$ cat src/rtl/source.sv
// Two-phase req/ack traffic generator: emits PACKETS payload words with a programmable gap.
// Optional build macro SOURCE_LFSR_EN selects a 32-bit Galois LFSR payload instead of a counter.
module source #(
  parameter int unsigned ID      = 0,
  parameter int unsigned SIZE    = 8,
  parameter int unsigned PACKETS = 16,
  parameter int unsigned GAP     = 0,
  parameter int unsigned SEED    = 0
) (
  input  logic            clk,
  input  logic            reset,
  input  logic            en,
  input  logic            ack,
  output logic            req,
  output logic [SIZE-1:0] data,
  output logic [31:0]     count,
  output logic            done,
  output logic            err
);

  localparam int unsigned id_unused = ID;
  localparam int unsigned GAP_W     = 16;

`ifdef SOURCE_LFSR_EN
  localparam int unsigned     SEQ_W     = 32;
  localparam logic [31:0]     LFSR_MASK = 32'h80200003;
  localparam logic [SEQ_W-1:0] SEQ_INIT = (SEED == 0) ? 32'd1 : 32'(SEED);
`else
  localparam int unsigned      SEQ_W    = SIZE;
  localparam logic [SEQ_W-1:0] SEQ_INIT = SEQ_W'(SEED);
`endif

  localparam logic [GAP_W-1:0] GAP_INIT   = GAP_W'(GAP);
  localparam logic [GAP_W-1:0] GAP_RELOAD = (GAP == 0) ? {GAP_W{1'b0}} : GAP_W'(GAP - 1);

  localparam logic [1:0] ST_GAP  = 2'd0;
  localparam logic [1:0] ST_WAIT = 2'd1;
  localparam logic [1:0] ST_DONE = 2'd2;

  logic [1:0]       state_q, state_d;
  logic [GAP_W-1:0] gap_q, gap_d;
  logic [SEQ_W-1:0] seq_q, seq_d, seq_adv;
  logic             req_q, req_d;
  logic [SIZE-1:0]  data_q, data_d;
  logic [31:0]      count_q, count_d, count_inc;
  logic             done_q, done_d;
  logic             err_q, err_d;
  logic             ack_old_q, ack_old_d;

  // Payload sequence advance
  always_comb begin
`ifdef SOURCE_LFSR_EN
    seq_adv = seq_q[0] ? ((seq_q >> 1) ^ LFSR_MASK) : (seq_q >> 1);
`else
    seq_adv = seq_q + SEQ_W'(1);
`endif
  end

  assign count_inc = count_q + 32'd1;

  // Next-state and output logic
  always_comb begin
    state_d   = state_q;
    gap_d     = gap_q;
    seq_d     = seq_q;
    req_d     = req_q;
    data_d    = data_q;
    count_d   = count_q;
    done_d    = done_q;
    err_d     = err_q;
    ack_old_d = ack;

    // An ack edge is only legal while a request is outstanding
    if ((ack != ack_old_q) && (state_q != ST_WAIT)) begin
      err_d = 1'b1;
    end

    case (state_q)
      ST_GAP: begin
        if (en) begin
          if (gap_q == '0) begin
            data_d  = seq_q[SIZE-1:0];
            req_d   = ~req_q;
            seq_d   = seq_adv;
            state_d = ST_WAIT;
          end else begin
            gap_d = gap_q - GAP_W'(1);
          end
        end
      end
      ST_WAIT: begin
        if (ack == req_q) begin
          count_d = count_inc;
          if ((PACKETS != 0) && (count_inc == 32'(PACKETS))) begin
            done_d  = 1'b1;
            state_d = ST_DONE;
          end else if ((GAP == 0) && en) begin
            data_d = seq_q[SIZE-1:0];
            req_d  = ~req_q;
            seq_d  = seq_adv;
          end else begin
            gap_d   = GAP_RELOAD;
            state_d = ST_GAP;
          end
        end
      end
      ST_DONE: begin
      end
      default: begin
        state_d = ST_GAP;
      end
    endcase
  end

  always_ff @(posedge clk or negedge reset) begin
    if (!reset) begin
      state_q   <= ST_GAP;
      gap_q     <= GAP_INIT;
      seq_q     <= SEQ_INIT;
      req_q     <= 1'b0;
      data_q    <= '0;
      count_q   <= 32'd0;
      done_q    <= 1'b0;
      err_q     <= 1'b0;
      ack_old_q <= 1'b0;
    end else begin
      state_q   <= state_d;
      gap_q     <= gap_d;
      seq_q     <= seq_d;
      req_q     <= req_d;
      data_q    <= data_d;
      count_q   <= count_d;
      done_q    <= done_d;
      err_q     <= err_d;
      ack_old_q <= ack_old_d;
    end
  end

  assign req   = req_q;
  assign data  = data_q;
  assign count = count_q;
  assign done  = done_q;
  assign err   = err_q;

endmodule

$ cat config.mk
export PLATFORM = sky130hd
export DESIGN_NAME = source
export DESIGN_NICKNAME = d
export VERILOG_FILES = /design/src/rtl/source.sv
export SDC_FILE = /design/constraint.sdc
export NUM_CORES = 1
export LEC_CHECK = 0
export CORE_MARGIN = 3
export CORE_UTILIZATION = 45
export DETAILED_ROUTE_END_ITERATION = 16
export PLACE_DENSITY = 0.66
export SLEW_MARGIN = 20
export SYNTH_ARGS = -nofsm -noshare
export SYNTH_HDL_FRONTEND = slang
export SYNTH_SLANG_ARGS = --single-unit
$ cat constraint.sdc
create_clock -name clk -period 3.38 [get_ports clk]
set_input_delay 0.338 -clock clk [delete_from_list [all_inputs] [get_ports clk]]
set_output_delay 0.338 -clock clk [all_outputs]
set_load 0.02 [all_outputs]
==> metrics <==
max-slew violations=0; cell area after synthesis=4010 µm²; most frequent cells in the layout=dfrtp_1, clkdlybuf4s50_1, nand2_1; DIE AREA=10100 µm²; Ys Warns=0; DP Area=4590 µm²; Pre-antenna DRT Iters=4; Post-Synth Adder-Cell Area=0.00937; Hold Fails Final Rpt=11; DR iter-0 viols=153; first-pass GRT wire length=15600 µm; number of flops mapped to enable cells by yosys=0; post-synth cell types=61; Hold WC Path Type=in2async; M1 GR Usage=0.264; Clk Latency, worst-skew pair=350 ps; Starting Density=0.476; cells after synthesis=413; Int Pwr=1.18 mW; Post-Synth XOR/XNOR Area=0.103; layout cells sized above 1=0.138; htree depth=3; #FFs+latches synth=70; CTS Root Cell=clkbuf_8; gr ovfl total=0; Post-DP HPWL=6410 µm; Max-cap violations=0; ys async rst share=1.00; Synth Area in Simple Gates=0.261; post-synthesis sequential area ratio=0.437; I/O pins=47; slowest stage delay, CP=650 ps; Period minus WS final=3200 ps; post-route ant nets=0; worst-path fanout max=11; Seq pwr share=0.551; Layout fillers=749; Req. time, crit path=3610 ps; GR peak layer=met2; DRT Wirelength=9010 µm; number of global-route vias before repair=3196; CTS max path bufs=2; clk slew on worst S/H paths=80 ps; Worst setup EP type=flip-flop; Placed Cells=558; vias=3284; Core Area=8420 µm²; failing checks=hold timing; Setup Skew=8.17 ps; met3 Use GR=0.0403; Post-Layout Inst Area=4810 µm²; Final TNS setup=0 ps; Critical Path Source Type=flip-flop; DRC Markers=0; crit path kind=reg2reg; Psw=340 µW; Period Utilization, post-route=0.946; Chip Height=100 µm; actual slew at the worst max-slew pin=653 ps; I/O Buffers=46; TritonCTS clock tree=done; synth-to-layout area growth=20.0%; die width=100 µm; Synth top area share=0.437; syn avg cell area=9.70 µm²; multiplexer share of the synthesized area=0.0406; Via density=5.70; compound-gate portion of the synthesized area=0.109; combinational family with the most area after synthesis=simple AND/OR/NAND/NOR gates; largest net degree at the start of global routing=27; fin util=0.571; outcome=finished, violations left; combinational share of power=0.016; Power Dens Cells=316 nW/µm²; Final Wtd Congestion=0.907; Clock Sinks=70; number of nets in the layout=473; Hold WS=-16.0 ps; Critical Path AT=3420 ps; Final setup viols=0; Final Non-Filler Cells=576; met2 Use GR=0.296; Rel. slew slack=0.553; initial antenna violation count=0; synth top area cells=dfrtp_1, xor2_1, xnor2_1; dominant synthesized flop cell=dfrtp_1; switching share of power=0.224; Yosys top cell by area=dfrtp_1; ant diodes=0; Rows=33; standby leakage power=2.14 nW; CP cell instances=ha_2 -> nand2_1 -> or4_4 -> clkbuf_2 -> o31a_1 -> a31oi_1 -> nor4_1 -> and4_4 -> a2bb2oi_4 -> nor2_2 -> buf_6 -> mux2_2; total global-route track usage=0.192; VDD IR max=0.213 mV; Fmax=313 MHz; RSZ-0062 raised after global routing=false; leading cell type in the layout, fill and taps excluded=dfrtp_1; slowest CP cell=or4_4; post-synthesis net count=420; clock share of power=0.433; DR WL/cell=15.6 µm; CTS Buf Count=9
## through the flow
stage,setup WS (ps),power (mW),hold WS (ps)
after floorplan,194,0.857,42.4
after global placement,228,0.880,371
after detailed placement,178,0.881,378
after CTS,157,1.53,3.98
after global routing,27.7,1.57,18.0
final,183,1.52,-16.0
## final timing paths
path	slack [ps]	to	cells past startpoint	startpoint
worst min register to register	480	gap_q[15]	1	gap_q[15]
min in group clk	480	gap_q[15]	1	gap_q[15]
worst max-delay path	180	data[7]	12	count[1]
max in group asynchronous	2650	gap_q[15]	2	reset
worst min-delay path	-20	count[5]	1	reset
worst max register to register	180	data[7]	12	count[1]
## cells in the mapped netlist, drive strengths merged, types with 3 or more instances
library cell	count
nor3	22
and2	3
nand2	39
a21oi	11
xor2	26
clkbuf	14
and3	5
or3	7
nor4	11
or4	3
mux2	10
o31a	3
a31oi	3
ha	3
xnor2	21
o31ai	9
nor2	36
dfrtp	70
buf	10
nor2b	7
inv	7
nand4	15
o21ai	22
and4	7
nand3	20
## layer usage
layer  wire (µm)  vias up  share of wire
li1            -     1593              -
met1        4130     1558           0.46
met2        4150      110           0.46
met3         539       23          0.060
met4         192        0          0.021
met5           0        -              0
## registers in the layout, indices dropped and copies added, names as in the netlist
name,cells
count,32
gap_q,16
data,8
seq_q,8
state_q,2
ack_old_q,1
done,1
err,1
req,1
## area by class of cell
cell class	instances	area, µm²	share of cell area
inverter	7	26.3	0.00546
sequential	70	1750	0.364
tap	105	131	0.0273
clock buffer	11	131	0.0273
multi-input combinational	312	2110	0.439
clock inverter	5	50.0	0.0104
timing repair buffer	66	607	0.126
## worst max-delay path, delay by kind of cell, from the launching register on
family	cells	cell delay, ps
multiplexers	1	350
flip-flops	1	360
buffers and inverters	2	380
AO/OA/AOI/OAI	3	640
AND/OR/NAND/NOR	5	1170
adder cells (fa/ha/maj)	1	210
## power groups by stage
stage          clock, mW  sequential, mW  combinational (mW)
6_report           0.658           0.838              0.0247
5_1_grt            0.705           0.837              0.0294
4_1_cts            0.665           0.838              0.0263
3_5_place_dp           0           0.854              0.0264
3_3_place_gp           0           0.854              0.0257
2_1_floorplan          0           0.854             0.00265
## kinds of logic after synthesis
logic type	Yosys count
simple gates	187
flops	70
compound gates	63
xor+xnor	47
buf+inv	31
mux	12
fa+ha+maj	3
## repair_timing
item / 4_1_cts / 5_1_grt
gates resized for setup: 0 / 4
hold buffers: 0 / 0
endpoints found under the setup margin: 0 / 9
buffers inserted: 0 / 2
Note: power is estimated with default switching activity, not from simulation.
